<file path="src/rtl/result_seg7_driver.sv">
`default_nettype none
// ============================================================================
// Module   : result_seg7_driver
// Brief    : Shows a 9-bit result in decimal on a 4-digit common-anode
//            seven-segment display (double-dabble + refresh multiplexer).
// Revision : 1.0 - initial release
// ============================================================================
module result_seg7_driver #(
    parameter int DIGIT_CYCLES = 100000
) (
    input  logic       clk,
    input  logic       reset,
    input  logic [8:0] result,
    output logic [6:0] seg,
    output logic [3:0] an,
    output logic       dp
);

    localparam int              C_REF_W    = $clog2(DIGIT_CYCLES);
    localparam logic [C_REF_W-1:0] C_REF_LAST = C_REF_W'(DIGIT_CYCLES - 1);
    localparam logic [6:0]      C_BLANK    = 7'b1111111;

    typedef enum logic [1:0] {
        ST_IDLE  = 2'd0,
        ST_SHIFT = 2'd1,
        ST_LATCH = 2'd2
    } state_t;

    state_t             state_q, state_d;
    logic [8:0]         bin_q, bin_d;
    logic [11:0]        bcd_q, bcd_d;
    logic [3:0]         cnt_q, cnt_d;
    logic [3:0]         hund_q, hund_d;
    logic [3:0]         tens_q, tens_d;
    logic [3:0]         ones_q, ones_d;
    logic [C_REF_W-1:0] ref_q, ref_d;
    logic [1:0]         idx_q, idx_d;
    logic [6:0]         seg_q, seg_d;
    logic [3:0]         an_q, an_d;
    logic               dp_q, dp_d;
    logic [11:0]        bcd_adj;
    logic [3:0]         digit;
    logic               blank;

    function automatic logic [3:0] add3(input logic [3:0] n);
        return (n >= 4'd5) ? n + 4'd3 : n;
    endfunction

    function automatic logic [6:0] seg_decode(input logic [3:0] d);
        case (d)
            4'd0:    return 7'b1000000;
            4'd1:    return 7'b1111001;
            4'd2:    return 7'b0100100;
            4'd3:    return 7'b0110000;
            4'd4:    return 7'b0011001;
            4'd5:    return 7'b0010010;
            4'd6:    return 7'b0000010;
            4'd7:    return 7'b1111000;
            4'd8:    return 7'b0000000;
            4'd9:    return 7'b0010000;
            default: return C_BLANK;
        endcase
    endfunction

    // Double-dabble converter; display registers are written only in LATCH
    always_comb begin
        state_d = state_q;
        bin_d   = bin_q;
        bcd_d   = bcd_q;
        cnt_d   = cnt_q;
        hund_d  = hund_q;
        tens_d  = tens_q;
        ones_d  = ones_q;
        bcd_adj = {add3(bcd_q[11:8]), add3(bcd_q[7:4]), add3(bcd_q[3:0])};
        case (state_q)
            ST_IDLE: begin
                bin_d   = result;
                bcd_d   = '0;
                cnt_d   = 4'd9;
                state_d = ST_SHIFT;
            end
            ST_SHIFT: begin
                bcd_d = {bcd_adj[10:0], bin_q[8]};
                bin_d = {bin_q[7:0], 1'b0};
                cnt_d = cnt_q - 4'd1;
                if (cnt_q == 4'd1) begin
                    state_d = ST_LATCH;
                end
            end
            ST_LATCH: begin
                hund_d  = bcd_q[11:8];
                tens_d  = bcd_q[7:4];
                ones_d  = bcd_q[3:0];
                state_d = ST_IDLE;
            end
            default: state_d = ST_IDLE;
        endcase
    end

    // Refresh multiplexer; anode and segments are registered together
    always_comb begin
        ref_d = (ref_q == C_REF_LAST) ? '0 : ref_q + C_REF_W'(1);
        idx_d = (ref_q == C_REF_LAST) ? idx_q + 2'd1 : idx_q;
        digit = ones_q;
        blank = 1'b0;
        case (idx_q)
            2'd0: begin
                digit = ones_q;
                blank = 1'b0;
            end
            2'd1: begin
                digit = tens_q;
                blank = (hund_q == 4'd0) && (tens_q == 4'd0);
            end
            2'd2: begin
                digit = hund_q;
                blank = (hund_q == 4'd0);
            end
            default: begin
                digit = 4'd0;
                blank = 1'b1;
            end
        endcase
        seg_d = blank ? C_BLANK : seg_decode(digit);
        an_d  = ~(4'b0001 << idx_q);
        dp_d  = 1'b1;
    end

    always_ff @(posedge clk or posedge reset) begin
        if (reset) begin
            state_q <= ST_IDLE;
            bin_q   <= '0;
            bcd_q   <= '0;
            cnt_q   <= '0;
            hund_q  <= '0;
            tens_q  <= '0;
            ones_q  <= '0;
            ref_q   <= '0;
            idx_q   <= '0;
            seg_q   <= C_BLANK;
            an_q    <= 4'b1111;
            dp_q    <= 1'b1;
        end else begin
            state_q <= state_d;
            bin_q   <= bin_d;
            bcd_q   <= bcd_d;
            cnt_q   <= cnt_d;
            hund_q  <= hund_d;
            tens_q  <= tens_d;
            ones_q  <= ones_d;
            ref_q   <= ref_d;
            idx_q   <= idx_d;
            seg_q   <= seg_d;
            an_q    <= an_d;
            dp_q    <= dp_d;
        end
    end

    assign seg = seg_q;
    assign an  = an_q;
    assign dp  = dp_q;

endmodule
`default_nettype wire
</file>
<file path="config.mk">
export PLATFORM = sky130hd
export DESIGN_NAME = result_seg7_driver
export DESIGN_NICKNAME = d
export VERILOG_FILES = /design/src/rtl/result_seg7_driver.sv
export SDC_FILE = /design/constraint.sdc
export NUM_CORES = 1
export LEC_CHECK = 0
export BUFFER_PORTS_ARGS = -buffer_cell sky130_fd_sc_hd__buf_2
export CAP_MARGIN = 30
export CORE_ASPECT_RATIO = 0.8
export CORE_MARGIN = 2
export CORE_UTILIZATION = 60
export CTS_CLUSTER_DIAMETER = 100
export CTS_CLUSTER_SIZE = 16
export DETAILED_ROUTE_END_ITERATION = 7
export PLACE_DENSITY = 0.79
export SYNTH_ARGS = -nofsm -noshare
export SYNTH_HDL_FRONTEND = slang
export SYNTH_SLANG_ARGS = --single-unit
</file>
<file path="constraint.sdc">
create_clock -name clk -period 2.9 [get_ports clk]
set_input_delay 0.29 -clock clk [delete_from_list [all_inputs] [get_ports clk]]
set_output_delay 0.29 -clock clk [all_outputs]
set_load 0.01 [all_outputs]
</file>
==> impl_results.html <==
<table>
<tr><th>Metric</th><th>Value</th></tr>
<tr><th colspan="2">Critical path</th></tr>
<tr><td>Crit path launch type</td><td>flop</td></tr>
<tr><td>Worst flop-to-flop path endpoint</td><td>seg[1]</td></tr>
<tr><td>Required arrival time at the worst endpoint</td><td>3.14 ns</td></tr>
<tr><td>Logic depth of the worst register-to-register path</td><td>6</td></tr>
<tr><td>Startpoint of the most critical register-to-register path</td><td>idx_q[0]</td></tr>
<tr><td>Capturing element type of the critical path</td><td>flop</td></tr>
<tr><td>Highest fanout seen on the critical path</td><td>8</td></tr>
<tr><td>R2r setup slk</td><td>0.47 ns</td></tr>
<tr><td>Arrival time of data at the critical path endpoint</td><td>2.67 ns</td></tr>
<tr><td>Class of the most critical setup path</td><td>flop to flop</td></tr>
<tr><th colspan="2">Drt</th></tr>
<tr><td>Residual DRC count</td><td>0</td></tr>
<tr><td>Violation count after the first detailed-route iteration</td><td>107</td></tr>
<tr><td>Via density per instance</td><td>5.54</td></tr>
<tr><td>Routed Antenna Nets</td><td>0</td></tr>
<tr><td>Average wire length per cell after detail routing</td><td>13.6 um</td></tr>
<tr><td>Routed via count</td><td>2315</td></tr>
<tr><td>Final wirelength</td><td>5700 um</td></tr>
<tr><td>Detailed Routing Iterations Pass 1</td><td>5</td></tr>
<tr><th colspan="2">STA</th></tr>
<tr><td>Setup repair after global routing missed its margin</td><td>false</td></tr>
<tr><td>Final setup violating endpoints</td><td>0</td></tr>
<tr><td>Final Cycle Share</td><td>0.838</td></tr>
<tr><td>Post-route worst setup slack</td><td>0.471 ns</td></tr>
<tr><td>Worst Max-Slew Pin Slew</td><td>0.877 ns</td></tr>
<tr><td>Max frequency</td><td>0.412 GHz</td></tr>
<tr><td>Hold violation count in the final report</td><td>0</td></tr>
<tr><td>Sum of negative setup slack</td><td>0 ns</td></tr>
<tr><td>Clock period minus final worst setup slack</td><td>2.43 ns</td></tr>
<tr><td>Clock skew</td><td>0.00797 ns</td></tr>
<tr><td>Worst max-slew margin expressed relative to the limit</td><td>0.415</td></tr>
<tr><td>Worst hold slack after final layout</td><td>0.192 ns</td></tr>
<tr><td>Final Slew Violations</td><td>0</td></tr>
<tr><th colspan="2">Power</th></tr>
<tr><td>Worst VDD drop</td><td>0.393 mV</td></tr>
<tr><td>PwrDens</td><td>613 nW/um2</td></tr>
<tr><td>Total power of the final layout</td><td>2.26 mW</td></tr>
<tr><td>Static leakage</td><td>1.72 nW</td></tr>
<tr><th colspan="2">Synthesis</th></tr>
<tr><td>Cells after synthesis</td><td>325</td></tr>
<tr><td>Share of synthesized area spent on multiplexers</td><td>0.0676</td></tr>
<tr><td>Post-Synth Adder-Cell Area</td><td>0.0709</td></tr>
<tr><td>Register bit count reported by yosys</td><td>69</td></tr>
<tr><td>Per-instance average area after synthesis</td><td>10.3 um2</td></tr>
<tr><td>Largest family of logic cells by synthesized area</td><td>simple AND/OR/NAND/NOR gates</td></tr>
<tr><td>Warnings, synthesis</td><td>0</td></tr>
<tr><td>Distinct cell type count after synthesis</td><td>40</td></tr>
<tr><td>Sequential cell area fraction in the yosys report</td><td>0.519</td></tr>
<tr><td>Xor-xnor portion of the synthesized cell area</td><td>0.0471</td></tr>
<tr><td>Fraction of the mapped netlist area in compound gates</td><td>0.113</td></tr>
<tr><td>Number of flops mapped to enable cells by yosys</td><td>0</td></tr>
<tr><td>Fraction of the mapped netlist area in simple logic gates</td><td>0.143</td></tr>
<tr><td>Netlist area before placement</td><td>3350 um2</td></tr>
<tr><td>Async SR Flop Fraction</td><td>1.00</td></tr>
<tr><td>Synthesized netlist net count</td><td>355</td></tr>
<tr><td>Top flip-flop cell by instance count after synthesis</td><td>sky130_fd_sc_hd__dfrtp_1</td></tr>
<tr><th colspan="2">Clock network</th></tr>
<tr><td>Clock input transition at the sequential cells of the worst setup and hold paths</td><td>0.07 ns</td></tr>
<tr><td>CTS root buffer</td><td>sky130_fd_sc_hd__clkbuf_8</td></tr>
<tr><td>Number of setup buffers added after CTS</td><td>0</td></tr>
<tr><td>Clock tree from TritonCTS</td><td>built</td></tr>
<tr><td># clock sinks</td><td>69</td></tr>
<tr><td>CTS Hold Buffers Added</td><td>0</td></tr>
<tr><td>Number of clock buffers inserted by TritonCTS</td><td>9</td></tr>
<tr><td>Depth of the CTS H-tree</td><td>3</td></tr>
<tr><td>Max clock buf depth</td><td>2</td></tr>
<tr><td>Clock latency at the later pin of the worst-skew pair</td><td>0.34 ns</td></tr>
<tr><td>Post-cts sizing count</td><td>0</td></tr>
<tr><th colspan="2">Place</th></tr>
<tr><td>Number of cells in the design after placement</td><td>402</td></tr>
<tr><td>HPWL after detailed placement</td><td>3900 um</td></tr>
<tr><td>Total of buffers placed on input and output ports</td><td>21</td></tr>
<tr><td>Placed standard-cell area</td><td>3510 um2</td></tr>
<tr><td>Weighted congestion reported at the end of routability-driven placement</td><td>0.787</td></tr>
<tr><td>Pre-CTS setup slack</td><td>0.579 ns</td></tr>
<tr><th colspan="2">Final layout</th></tr>
<tr><td># diodes</td><td>0</td></tr>
<tr><td>Layout cells sized above 1</td><td>0.193</td></tr>
<tr><td>Share of the core filled with cells</td><td>0.682</td></tr>
<tr><td>Area Overhead vs Synth</td><td>10.0%</td></tr>
<tr><td>Final Cell Area</td><td>3690 um2</td></tr>
<tr><td>Count of non-filler cells in the finished layout</td><td>418</td></tr>
<tr><td>Most common cell after layout, fill and taps aside</td><td>sky130_fd_sc_hd__dfrtp_1</td></tr>
<tr><td>Most frequent cells in the layout</td><td>sky130_fd_sc_hd__dfrtp_1 (58), sky130_fd_sc_hd__nand2_1 (42), sky130_fd_sc_hd__o21ai_0 (34)</td></tr>
<tr><td>Final Net Count</td><td>378</td></tr>
<tr><th colspan="2">Floorplanning</th></tr>
<tr><td># rows</td><td>24</td></tr>
<tr><td>Floorplan die width</td><td>87.6 um</td></tr>
<tr><td>Die Y</td><td>70.8 um</td></tr>
<tr><td>Area enclosed by the die boundary</td><td>6200 um2</td></tr>
<tr><td>Core Footprint</td><td>5410 um2</td></tr>
<tr><td>Count of boundary I/O pins</td><td>23</td></tr>
<tr><td>Effective utilization at floorplan</td><td>0.620</td></tr>
<tr><th colspan="2">Outcome</th></tr>
<tr><td>Result of the run</td><td>finished clean</td></tr>
<tr><th colspan="2">GRT</th></tr>
<tr><td>Total gr overflow</td><td>0</td></tr>
<tr><td>Overall global routing resource usage</td><td>0.211</td></tr>
<tr><td>Pin count of the biggest net entering global routing</td><td>70</td></tr>
<tr><td>Vias in the first global route</td><td>2195</td></tr>
<tr><td>First-pass GRT wire length</td><td>10100 um</td></tr>
<tr><td>Antenna violations before repair</td><td>0</td></tr>
<tr><th colspan="2">Hold path</th></tr>
<tr><td>Hold crit path type</td><td>primary input to async pin</td></tr>
<tr><th colspan="2">Flow run</th></tr>
<tr><td>Max-cap violation count</td><td>0</td></tr>
</table>
[metal layers]
layer  wire (um)  vias up  track usage  part of all wire
met4          29        0       0.0667            0.0051
met3         250        2       0.0758             0.044
li1            -     1152            -                 -
met2        2590       48        0.319              0.45
met1        2830     1113        0.286              0.50
met5           0        -            0                 0
[power breakdown]
part	switching [mW]	internal, mW
clock network	0.328	0.355
registers	0.0607	1.11
logic	0.231	0.179
[cells in the mapped netlist (3+ instances only)]
library cell / instances / area [um2]
sky130_fd_sc_hd__nand2_1: 42 / 158
sky130_fd_sc_hd__xnor2_1: 14 / 123
sky130_fd_sc_hd__nor3_1: 3 / 15.0
sky130_fd_sc_hd__clkbuf_1: 10 / 37.5
sky130_fd_sc_hd__mux2_2: 13 / 146
sky130_fd_sc_hd__nor2_1: 18 / 67.6
sky130_fd_sc_hd__a22o_1: 4 / 35.0
sky130_fd_sc_hd__ha_1: 19 / 238
sky130_fd_sc_hd__o21ai_1: 6 / 30.0
sky130_fd_sc_hd__inv_1: 19 / 71.3
sky130_fd_sc_hd__o21ai_0: 34 / 170
sky130_fd_sc_hd__xor2_1: 4 / 35.0
sky130_fd_sc_hd__or4_1: 3 / 22.5
sky130_fd_sc_hd__nand2b_1: 7 / 43.8
sky130_fd_sc_hd__dfstp_2: 11 / 289
sky130_fd_sc_hd__nand4_1: 3 / 18.8
sky130_fd_sc_hd__mux2i_1: 8 / 80.1
sky130_fd_sc_hd__dfrtp_1: 58 / 1450
sky130_fd_sc_hd__nand3_1: 7 / 35.0
sky130_fd_sc_hd__a222oi_1: 4 / 40.0
sky130_fd_sc_hd__or2_2: 3 / 18.8
sky130_fd_sc_hd__a21oi_1: 12 / 60.1
[worst max path at each step]
stage                     cells after the start  endpoint      from
after floorplan                               9    seg[4]  idx_q[0]
after global placement                        6    seg[0]  idx_q[0]
after detailed placement                      6    seg[2]  idx_q[0]
after CTS                                     6    seg[1]  idx_q[0]
after global routing                          6    seg[2]  idx_q[0]
final                                         6    seg[1]  idx_q[0]
[area by class of cell]
class	instances	area (um2)
tap	65	81.3
sequential	69	1740
clock inverter	2	10.0
inverter	19	71.3
multi-input combinational	224	1490
fill	424	1720
clock buffer	14	163
timing repair buffer	25	135
[worst max-delay path, stage by stage (launching register included)]
cell,delay (ns)
sky130_fd_sc_hd__dfrtp_1,0.40
sky130_fd_sc_hd__inv_1,0.11
sky130_fd_sc_hd__ha_1,0.27
sky130_fd_sc_hd__a222oi_1,0.80
sky130_fd_sc_hd__a21oi_1,0.19
sky130_fd_sc_hd__a211oi_2,0.40
sky130_fd_sc_hd__o21ai_1,0.15
[state kept, by name, indices dropped and copies added, names as in the netlist, 4 cells and up]
signal  count
ref_q      17
an          4
cnt_q       4
bin_q       9
bcd_q      12
ones_q      4
seg         7
hund_q      4
tens_q      4
[kinds of logic after synthesis]
family / count (synthesis)
buffers and inverters: 32
and+or+nand+nor: 100
other: 1
adders and majority gates: 19
xor gates and xnor gates: 18
DFF: 69
AOI/OAI and AO/OA: 65
muxes: 21
No activity file was read; power rests on OpenSTA's default activity.
